**src/rtl/wash_controller_if.sv**
```systemverilog
// Key inputs and registered status/actuator outputs of the wash controller.
interface wash_controller_if;
   logic       tick;
   logic       power_key;
   logic       start_key;
   logic       power_light;
   logic [6:0] current_time;
   logic [6:0] total_time;
   logic [2:0] current_water;
   logic [3:0] phase;
   logic       running;
   logic       water_in;
   logic       drain;
   logic       motor;
   logic       buzzer;

   // Front panel / test side: drives keys and tick, observes status.
   modport master (
      output tick, power_key, start_key,
      input  power_light, current_time, total_time, current_water, phase,
      input  running, water_in, drain, motor, buzzer
   );

   // Controller side.
   modport slave (
      input  tick, power_key, start_key,
      output power_light, current_time, total_time, current_water, phase,
      output running, water_in, drain, motor, buzzer
   );
endinterface

```
**src/rtl/wash_controller.sv**
```systemverilog
// Washing machine program sequencer: fill, wash, drain, fill, rinse, drain,
// spin, then a timed buzzer before returning to idle. Supports pause/resume
// and a power toggle that overrides everything else.
module wash_controller #(
   parameter int unsigned WASH_T    = 9,
   parameter int unsigned RINSE_T   = 6,
   parameter int unsigned SPIN_T    = 3,
   parameter int unsigned WATER_LVL = 5,
   parameter int unsigned DONE_T    = 3
) (
   input logic              clk,
   input logic              rst_n,
   wash_controller_if.slave bus
);

   typedef enum logic [3:0] {
      OFF    = 4'd0,
      IDLE   = 4'd1,
      FILL1  = 4'd2,
      WASH   = 4'd3,
      DRAIN1 = 4'd4,
      FILL2  = 4'd5,
      RINSE  = 4'd6,
      DRAIN2 = 4'd7,
      SPIN   = 4'd8,
      DONE   = 4'd9
   } state_t;

   localparam logic [6:0] WASH_L  = 7'(WASH_T);
   localparam logic [6:0] RINSE_L = 7'(RINSE_T);
   localparam logic [6:0] SPIN_L  = 7'(SPIN_T);
   localparam logic [6:0] TOTAL_L = 7'(WASH_T + RINSE_T + SPIN_T);
   localparam logic [2:0] WATER_L = 3'(WATER_LVL);
   localparam logic [2:0] DONE_L  = 3'(DONE_T);

   state_t     state_q, state_d;
   logic       paused_q, paused_d;
   logic [6:0] cur_q, cur_d;
   logic [6:0] tot_q, tot_d;
   logic [2:0] water_q, water_d;
   logic [2:0] done_q, done_d;

   logic light_q, light_d;
   logic run_q, run_d;
   logic win_q, win_d;
   logic drn_q, drn_d;
   logic mot_q, mot_d;
   logic buz_q, buz_d;

   // Next-state and counter update: power first, then start, then tick.
   always_comb begin
      state_d  = state_q;
      paused_d = paused_q;
      cur_d    = cur_q;
      tot_d    = tot_q;
      water_d  = water_q;
      done_d   = done_q;

      if (bus.power_key) begin
         paused_d = 1'b0;
         water_d  = '0;
         done_d   = '0;
         if (state_q == OFF) begin
            state_d = IDLE;
            cur_d   = WASH_L;
            tot_d   = TOTAL_L;
         end else begin
            state_d = OFF;
            cur_d   = '0;
            tot_d   = '0;
         end
      end else begin
         case (state_q)
            OFF: begin
            end
            IDLE: begin
               if (bus.start_key) begin
                  state_d  = FILL1;
                  paused_d = 1'b0;
               end
            end
            DONE: begin
               if (bus.tick) begin
                  if (done_q <= 3'd1) begin
                     state_d  = IDLE;
                     done_d   = '0;
                     cur_d    = WASH_L;
                     tot_d    = TOTAL_L;
                     water_d  = '0;
                     paused_d = 1'b0;
                  end else begin
                     done_d = done_q - 3'd1;
                  end
               end
            end
            default: begin
               // Active phases; a start_key in the same cycle swallows the tick.
               if (bus.start_key) begin
                  paused_d = ~paused_q;
               end else if (bus.tick && !paused_q) begin
                  case (state_q)
                     FILL1, FILL2: begin
                        if (water_q >= WATER_L - 3'd1) begin
                           water_d = WATER_L;
                           state_d = (state_q == FILL1) ? WASH : RINSE;
                        end else begin
                           water_d = water_q + 3'd1;
                        end
                     end
                     DRAIN1, DRAIN2: begin
                        if (water_q <= 3'd1) begin
                           water_d = '0;
                           state_d = (state_q == DRAIN1) ? FILL2 : SPIN;
                        end else begin
                           water_d = water_q - 3'd1;
                        end
                     end
                     default: begin
                        tot_d = (tot_q != '0) ? tot_q - 7'd1 : '0;
                        if (cur_q <= 7'd1) begin
                           case (state_q)
                              WASH: begin
                                 state_d = DRAIN1;
                                 cur_d   = RINSE_L;
                              end
                              RINSE: begin
                                 state_d = DRAIN2;
                                 cur_d   = SPIN_L;
                              end
                              default: begin
                                 state_d = DONE;
                                 cur_d   = '0;
                                 done_d  = DONE_L;
                              end
                           endcase
                        end else begin
                           cur_d = cur_q - 7'd1;
                        end
                     end
                  endcase
               end
            end
         endcase
      end
   end

   // Actuator/status decode of the upcoming state so the outputs can be flopped.
   always_comb begin
      light_d = (state_d != OFF);
      run_d   = 1'b0;
      win_d   = 1'b0;
      drn_d   = 1'b0;
      mot_d   = 1'b0;
      buz_d   = (state_d == DONE);
      if (!paused_d) begin
         case (state_d)
            FILL1, FILL2: begin
               run_d = 1'b1;
               win_d = 1'b1;
            end
            DRAIN1, DRAIN2: begin
               run_d = 1'b1;
               drn_d = 1'b1;
            end
            WASH, RINSE, SPIN: begin
               run_d = 1'b1;
               mot_d = 1'b1;
            end
            default: begin
            end
         endcase
      end
   end

   // State, counters and output flops; reset clears everything to OFF.
   always_ff @(posedge clk or negedge rst_n) begin
      if (!rst_n) begin
         state_q  <= OFF;
         paused_q <= 1'b0;
         cur_q    <= '0;
         tot_q    <= '0;
         water_q  <= '0;
         done_q   <= '0;
         light_q  <= 1'b0;
         run_q    <= 1'b0;
         win_q    <= 1'b0;
         drn_q    <= 1'b0;
         mot_q    <= 1'b0;
         buz_q    <= 1'b0;
      end else begin
         state_q  <= state_d;
         paused_q <= paused_d;
         cur_q    <= cur_d;
         tot_q    <= tot_d;
         water_q  <= water_d;
         done_q   <= done_d;
         light_q  <= light_d;
         run_q    <= run_d;
         win_q    <= win_d;
         drn_q    <= drn_d;
         mot_q    <= mot_d;
         buz_q    <= buz_d;
      end
   end

   assign bus.phase         = state_q;
   assign bus.current_time  = cur_q;
   assign bus.total_time    = tot_q;
   assign bus.current_water = water_q;
   assign bus.power_light   = light_q;
   assign bus.running       = run_q;
   assign bus.water_in      = win_q;
   assign bus.drain         = drn_q;
   assign bus.motor         = mot_q;
   assign bus.buzzer        = buz_q;

endmodule

```
**src/flat_wrapper.sv**
```systemverilog
// flat-port wrapper written by rule: the top's interface ports become plain ports
module wash_controller_flat 
#(
   parameter int unsigned WASH_T    = 9,
   parameter int unsigned RINSE_T   = 6,
   parameter int unsigned SPIN_T    = 3,
   parameter int unsigned WATER_LVL = 5,
   parameter int unsigned DONE_T    = 3
)
  (clk, rst_n, bus_tick, bus_power_key, bus_start_key, bus_power_light, bus_current_time, bus_total_time, bus_current_water, bus_phase, bus_running, bus_water_in, bus_drain, bus_motor, bus_buzzer);
  wash_controller_if bus_i ();
  input logic clk;
  input logic rst_n;
  input wire logic [$bits(bus_i.tick)-1:0] bus_tick;
  input wire logic [$bits(bus_i.power_key)-1:0] bus_power_key;
  input wire logic [$bits(bus_i.start_key)-1:0] bus_start_key;
  output wire logic [$bits(bus_i.power_light)-1:0] bus_power_light;
  output wire logic [$bits(bus_i.current_time)-1:0] bus_current_time;
  output wire logic [$bits(bus_i.total_time)-1:0] bus_total_time;
  output wire logic [$bits(bus_i.current_water)-1:0] bus_current_water;
  output wire logic [$bits(bus_i.phase)-1:0] bus_phase;
  output wire logic [$bits(bus_i.running)-1:0] bus_running;
  output wire logic [$bits(bus_i.water_in)-1:0] bus_water_in;
  output wire logic [$bits(bus_i.drain)-1:0] bus_drain;
  output wire logic [$bits(bus_i.motor)-1:0] bus_motor;
  output wire logic [$bits(bus_i.buzzer)-1:0] bus_buzzer;
  assign bus_i.tick = bus_tick;
  assign bus_i.power_key = bus_power_key;
  assign bus_i.start_key = bus_start_key;
  assign bus_power_light = bus_i.power_light;
  assign bus_current_time = bus_i.current_time;
  assign bus_total_time = bus_i.total_time;
  assign bus_current_water = bus_i.current_water;
  assign bus_phase = bus_i.phase;
  assign bus_running = bus_i.running;
  assign bus_water_in = bus_i.water_in;
  assign bus_drain = bus_i.drain;
  assign bus_motor = bus_i.motor;
  assign bus_buzzer = bus_i.buzzer;
  wash_controller #(.WASH_T(WASH_T), .RINSE_T(RINSE_T), .SPIN_T(SPIN_T), .WATER_LVL(WATER_LVL), .DONE_T(DONE_T)) u_core (.clk(clk), .rst_n(rst_n), .bus(bus_i));
endmodule
```
**config.mk**
```make
export PLATFORM = sky130hd
export DESIGN_NAME = wash_controller_flat
export DESIGN_NICKNAME = d
export VERILOG_FILES = /design/src/rtl/wash_controller_if.sv /design/src/rtl/wash_controller.sv /design/src/flat_wrapper.sv
export SDC_FILE = /design/constraint.sdc
export NUM_CORES = 1
export LEC_CHECK = 0
export CELL_PAD_IN_SITES_DETAIL_PLACEMENT = 0
export CELL_PAD_IN_SITES_GLOBAL_PLACEMENT = 2
export CORE_MARGIN = 4
export CORE_UTILIZATION = 33
export DETAILED_ROUTE_END_ITERATION = 10
export HOLD_SLACK_MARGIN = 0.02
export PLACE_DENSITY_LB_ADDON = 0.1
export SLEW_MARGIN = 20
export SYNTH_ARGS = -nofsm -noshare
export SYNTH_HDL_FRONTEND = slang
export SYNTH_SLANG_ARGS = --single-unit
```
**constraint.sdc**
```tcl
create_clock -name clk -period 2.9 [get_ports clk]
set_clock_uncertainty 0.2 [all_clocks]
set_input_delay 0.29 -clock clk [delete_from_list [all_inputs] [get_ports clk]]
set_output_delay 0.29 -clock clk [all_outputs]
set_load 0.02 [all_outputs]
```
=== Word-level counts from Yosys, hierarchy flattened ===
Index checks and enable logic that the tools add are counted.

* $add $sub $neg: 5
* $mul: 0
* Divide/modulo/power cells: 0
* $lt $le $gt $ge: 4
* Equal/unequal tests: 22
* Shift operators: 0
* Mux-type cells: 66
* Bitwise operators: 1
* Reductions and logical operators: 20

{| class="wikitable"
|+ Operators with widths
! cell !! count
|-
| 2-to-1 mux 7 bit || 14
|-
| 2-to-1 mux 3 bit || 16
|-
| 2-to-1 mux 4 bit || 11
|-
| equality test 4 x 3 -> 1 bit (second input constant) || 8
|-
| case mux 7 bit (2 select lines) || 2
|-
| case mux 3 bit (2 select lines) || 4
|-
| equality test 4 x 2 -> 1 bit (second input constant) || 4
|-
| case mux 4 bit (2 select lines) || 2
|-
| 2-to-1 mux 1 bit || 14
|-
| subtractor 7 x 1 -> 7 bit (second input constant) || 2
|-
| equality test 4 bit (second input constant) || 3
|-
| case mux 4 bit (3 select lines) || 1
|-
| AND reduction 6 bit || 2
|-
| OR reduction 2 bit || 6
|-
| nonzero test 4 bit || 2
|-
| <= comparator 7 x 1 -> 1 bit (second input constant) || 1
|-
| AND reduction 7 bit || 1
|-
| nonzero test 7 bit || 1
|-
| OR reduction 7 bit || 1
|-
| <= comparator 3 x 1 -> 1 bit (second input constant) || 2
|-
| inequality test 3 x 1 -> 1 bit (second input constant) || 2
|-
| inequality test 3 x 2 -> 1 bit (second input constant) || 2
|-
| nonzero test 3 bit || 2
|-
| subtractor 3 x 1 -> 3 bit (second input constant) || 2
|-
| 13 further kinds || 13
|}

* Flip-flop bits (word level): 31
* Latch bits: 0
* Memory bits (writable): 0
* Memory bits (read-only): 0
* Input bits: 5
* Output and inout bits: 27
* Word-level logic and storage cells: 130
* Memories: 0

=== Logic depth before layout (Yosys ltp) ===
* Depth in word-level cells: 12
* Gate-level depth with buffers: 9
* Gate-level depth less buffers: 9

=== Least setup slack after synthesis ===
No wires, ideal clock.

* Kind: register to register
* Start: register u_core.cur_q[1] (netlist: u_core.bus.current_time[1])
* End: register u_core.mot_q (netlist: u_core.bus.motor)
* Library setup time: 0.125 ns
* Arrival: 2.196 ns
* Data required time: 2.575 ns
* Setup slack: 0.378 ns
* Cell stages (with the launch flop): 10
* Buffers on the path: 1
* Period minus slack after synthesis: 2.522 ns
* Path through: dfrtp_1 > inv_1 > ha_1 > o21bai_1 > and3_1 > clkbuf_1 > o31a_1 > a221oi_4 > nand4b_1 > nand3_1

* Cells in the longest elaborated chain, start to end: 11
* Elaborated cells on any way between the ends: 13
* Classes of those cells: order compare (1); eq/ne (3); mux (8); reduce/logical (1)

{| class="wikitable"
|+ RTL lines
! item !! line !! source
|-
| start: declaration || wash_controller.sv:38 || <nowiki>logic [6:0] cur_q, cur_d;</nowiki>
|-
| start signal: assignment || wash_controller.sv:193 || <nowiki>cur_q <= cur_d;</nowiki>
|-
| <= comparator 7 x 1 -> 1 bit * || wash_controller.sv:120 || <nowiki>if (cur_q <= 7'd1) begin</nowiki>
|-
| 2-to-1 mux 4 bit * || wash_controller.sv:120 ||
|-
| case mux 4 bit (2 select lines) * || wash_controller.sv:101 || <nowiki>case (state_q)</nowiki>
|-
| 2-to-1 mux 4 bit * || wash_controller.sv:100 || <nowiki>end else if (bus.tick && !paused_q) begin</nowiki>
|-
| 2-to-1 mux 4 bit * || wash_controller.sv:98 || <nowiki>if (bus.start_key) begin</nowiki>
|-
| case mux 4 bit (3 select lines) * || wash_controller.sv:73 || <nowiki>case (state_q)</nowiki>
|-
| 2-to-1 mux 4 bit * || wash_controller.sv:59 || <nowiki>if (bus.power_key) begin</nowiki>
|-
| equality test 4 x 2 -> 1 bit (tied with other cells) || wash_controller.sv:156 || <nowiki>case (state_d)</nowiki>
|-
| OR reduction 3 bit * || -- ||
|-
| 2-to-1 mux 1 bit * || wash_controller.sv:156 ||
|-
| 2-to-1 mux 1 bit * || wash_controller.sv:155 || <nowiki>if (!paused_d) begin</nowiki>
|-
| net u_core.mot_d || wash_controller.sv:47 || <nowiki>logic mot_q, mot_d;</nowiki>
|-
| end signal: assignment || wash_controller.sv:201 || <nowiki>mot_q <= mot_d;</nowiki>
|-
| end: declaration || wash_controller.sv:47 ||
|}

The timed path passes the listed nets; every way through them passes the cells marked *.
A chain may end at the register's enable or synchronous reset.

=== Worst setup path in the final report ===
* Start: register u_core.water_q[1] (netlist: u_core.bus.current_water[1])
* End: register u_core.mot_q (netlist: u_core.bus.motor)

* Cells in the longest elaborated chain, start to end: 11
* Elaborated cells on any way between the ends: 15
* Classes of those cells: order compare (2); eq/ne (3); mux (9); reduce/logical (1)

{| class="wikitable"
|+ RTL lines
! item !! line !! source
|-
| start: declaration || wash_controller.sv:40 || <nowiki>logic [2:0] water_q, water_d;</nowiki>
|-
| start signal: assignment || wash_controller.sv:195 || <nowiki>water_q <= water_d;</nowiki>
|-
| <= comparator 3 x 1 -> 1 bit / >= comparator 3 bit (equally long branches) || wash_controller.sv:111, wash_controller.sv:103 ||
|-
| 2-to-1 mux 4 bit, on equally long branches || wash_controller.sv:111, wash_controller.sv:103 ||
|-
| case mux 4 bit (2 select lines) * || wash_controller.sv:101 ||
|-
| 2-to-1 mux 4 bit * || wash_controller.sv:100 ||
|-
| 2-to-1 mux 4 bit * || wash_controller.sv:98 ||
|-
| case mux 4 bit (3 select lines) * || wash_controller.sv:73 ||
|-
| 2-to-1 mux 4 bit * || wash_controller.sv:59 ||
|-
| equality test 4 x 2 -> 1 bit (tied with other cells) || wash_controller.sv:156 ||
|-
| OR reduction 3 bit * || -- ||
|-
| 2-to-1 mux 1 bit * || wash_controller.sv:156 ||
|-
| 2-to-1 mux 1 bit * || wash_controller.sv:155 ||
|-
| net u_core.mot_d || wash_controller.sv:47 ||
|}

Marked as above.

==> out/metrics.yaml <==
synth:
  synth_area_leader_cell: "dfrtp_1"
  synth_compound_area_frac: 0.278
  yosys_warnings: 0
  synth_adder_area_share: 0.0557
  synth_cell_types: 63
  synthesis.nets: 281
  synth_top_area_frac: 0.345
  yosysSeqAreaShare: 0.345
  synth_top_family_by_area: "compound AO/OA/AOI/OAI gates"
  yosysMostFrequentCell: "dfrtp_1"
  synth_top_cells_by_count: "31 x dfrtp_1, 29 x nor2_1, 18 x inv_1, 16 x a21oi_1, 14 x o21ai_0"
  synth_area_um2: 2250
  synth-xor-area-share: 0.00780
  syn_inst: 266
  synth_ff_type: "dfrtp_1"
  async_reset_ff_frac: 1.00
  muxShareOfSynthArea: 0.00445
  synthSimpleGateAreaFrac: 0.250
  synth_area_leaders: "dfrtp_1 35%, ha_1 5.6%, nor2_1 4.8%"
  ys_ff_latch: 31
  syn_avg_cell_area_um2: 8.45
  synth-edff-count: 0
die:
  fp.dieW_um: 90.5
  die_y_um: 90.5
  ioPinCount: 32
  start_util: 0.346
  core_um2: 6490
  fp-row-count: 29
  die-area_um2: 8190
grt:
  grt_start_max_net_pins: 32
  grt_overflow: 0
  grt_use_total: 0.173
  grt_antenna_before_repair: 0
  grt_pass1_vias: 2178
  grt_first_pass_wirelength_mm: 11.6
critical_path:
  worst_setup_path_end_kind: "flip-flop"
  slowest_stage: "dfrtp_1"
  crit_chain: "inv_1, ha_1, o21ba_2, a21oi_1, o311a_1, a221oi_4, buf_4, nand4b_1, nand3_1"
  worstPathArrival_ns: 2.54
  critPathLaunchType: "flip-flop"
  critPathMaxStageDelay_ns: 0.45
  worst-setup-path-type: "flip-flop to flip-flop"
  crit_required_ns: 2.88
  path_max_fanout: 9
timing:
  setup_tns_ns: 0
  rsz0062_at_grt: "false"
  worst_slew_pin_slew_ns: 0.680
  finalCritPeriodShare: 0.882
  layout_min_cycle_time_ns: 2.56
  slew_headroom: 0.542
  setup_violations: 0
  holdWs_ns: 0.196
  max_freq_mhz: 391
  hold_viol: 0
  drv_slew: 0
job:
  maxCapViolations: 0
routing:
  drt_pass1_iterations: 4
  vias: 2161
  drc: 0
  vias_per_cell: 5.53
  ant_nets: 0
  wl_per_cell_um: 17.3
  drt_iter0_drc: 159
  routed_wirelength_mm: 6.77
cells_and_area:
  stdcell_area_um2: 2860
  stdcell_count: 391
  layout-drive-gt1-share: 0.137
  nets: 328
  nFillCells: 649
  n_antenna_cell: 0
  area_growth_pct: 27.4
placed_design:
  place_congestion: 0.801
  dp_hpwl_mm: 4.87
  placed_area_um2: 2780
  dp.cells: 383
  numPortBuffers: 31
cts:
  tritoncts: "built"
  cts_resized: 0
  hold_buffers: 0
  clock_latency_ns: 0.30
  cts.sinks: 31
  cts_root_buf: "clkbuf_8"
  numCtsBuffers: 5
  cts_max_level: 2
  cts_setup_buffers: 0
  clock_path_buffers: 2
  clk_transition_reported_paths_ns: 0.08
power_and_ir_drop:
  peakVddDrop_uv: 472
  finalPower_uw: 3100
  power_density_nw_per_um2: 1080
  leakagePower_uw: 0.00122
status:
  outcome: "finished, final reports clean"
worst_hold_path:
  hold_class: "input port to async pin"
-- metal layers --
| layer | part of all wire | global-route usage | up-vias |
|---|---|---|---|
| met5 | 0 | 0 | - |
| met4 | 0.011 | 0.0523 | 0 |
| met3 | 0.033 | 0.0400 | 6 |
| met2 | 0.43 | 0.251 | 38 |
| met1 | 0.53 | 0.252 | 1033 |
| li1 | - | - | 1084 |
-- cells in the final DEF, fill, tap and decap left out, drive strengths merged, types with 4 or more instances in the layout --
master and n:
clkdlybuf4s50 31, dfrtp 31, nor2 29, buf 23
inv 19, a21oi 16, o21ai 15, nand2 14
nor3 13, o31ai 12, ha 10, nand3 9
a31oi 6, clkbuf 6, nand2b 5, nor4 5
or3 4, nand4 4
-- power by group --
group / total (µW) / internal, µW / switching (µW)
logic: 1960 / 853 / 1110
registers: 785 / 590 / 195
clock network: 354 / 168 / 186
total: 3100 / 1610 / 1490
-- area by class of cell --
type                            instances  area, µm²  area share
Timing Repair Buffer                   54        495       0.173
Clock buffer                            6       72.6      0.0253
Clock inverter                          2       12.5     0.00437
Tap cell                               77       96.3      0.0337
Inverter                               19       71.3      0.0249
Multi-Input combinational cell        202       1340       0.468
Sequential cell                        31        776       0.271
-- worst max-delay path: cells and delay by family, from the launching register on --
kind	cells	cell delay (ns)
buffers and inverters	2	0.30
adders and majority gates	1	0.21
AOI/OAI and AO/OA	4	1.09
and+or+nand+nor	2	0.20
DFF	1	0.45
-- worst paths after layout --
check                      slack (ns)                     end                   startpoint  cells after the start
max in group asynchronous        1.99  u_core.bus.power_light                        rst_n                      2
hold reg to reg                  0.30        u_core.done_q[2]             u_core.done_q[2]                      2
min in group clk                 0.30        u_core.done_q[2]             u_core.done_q[2]                      2
setup reg to reg                 0.34        u_core.bus.motor  u_core.bus.current_water[1]                      9
hold / removal                   0.20        u_core.done_q[0]                        rst_n                      2
setup / recovery                 0.34        u_core.bus.motor  u_core.bus.current_water[1]                      9
-- kinds of logic after synthesis --
kind of cell               after synthesis
muxes                                    1
adders and majority gates               10
AOI/OAI and AO/OA                       84
DFF                                     31
and+or+nand+nor                        105
buffers and inverters                   33
xor gates and xnor gates                 2
-- through the flow --
step,setup WS [ns],util
final,0.342,0.441
after global routing,0.0872,0.441
after CTS,0.332,0.441
after detailed placement,0.192,0.428
after global placement,0.200,0.428
after floorplan,0.378,-
-- sequential cells by signal, indices dropped and copies added, names as in the netlist --
signal / cells
u_core.bus.drain: 1
u_core.bus.power_light: 1
u_core.bus.total_time: 7
u_core.done_q: 3
u_core.paused_q: 1
u_core.bus.buzzer: 1
u_core.bus.current_water: 3
u_core.bus.phase: 4
u_core.bus.current_time: 7
u_core.bus.motor: 1
u_core.bus.running: 1
u_core.bus.water_in: 1
Power figures use the tool's default switching activity.
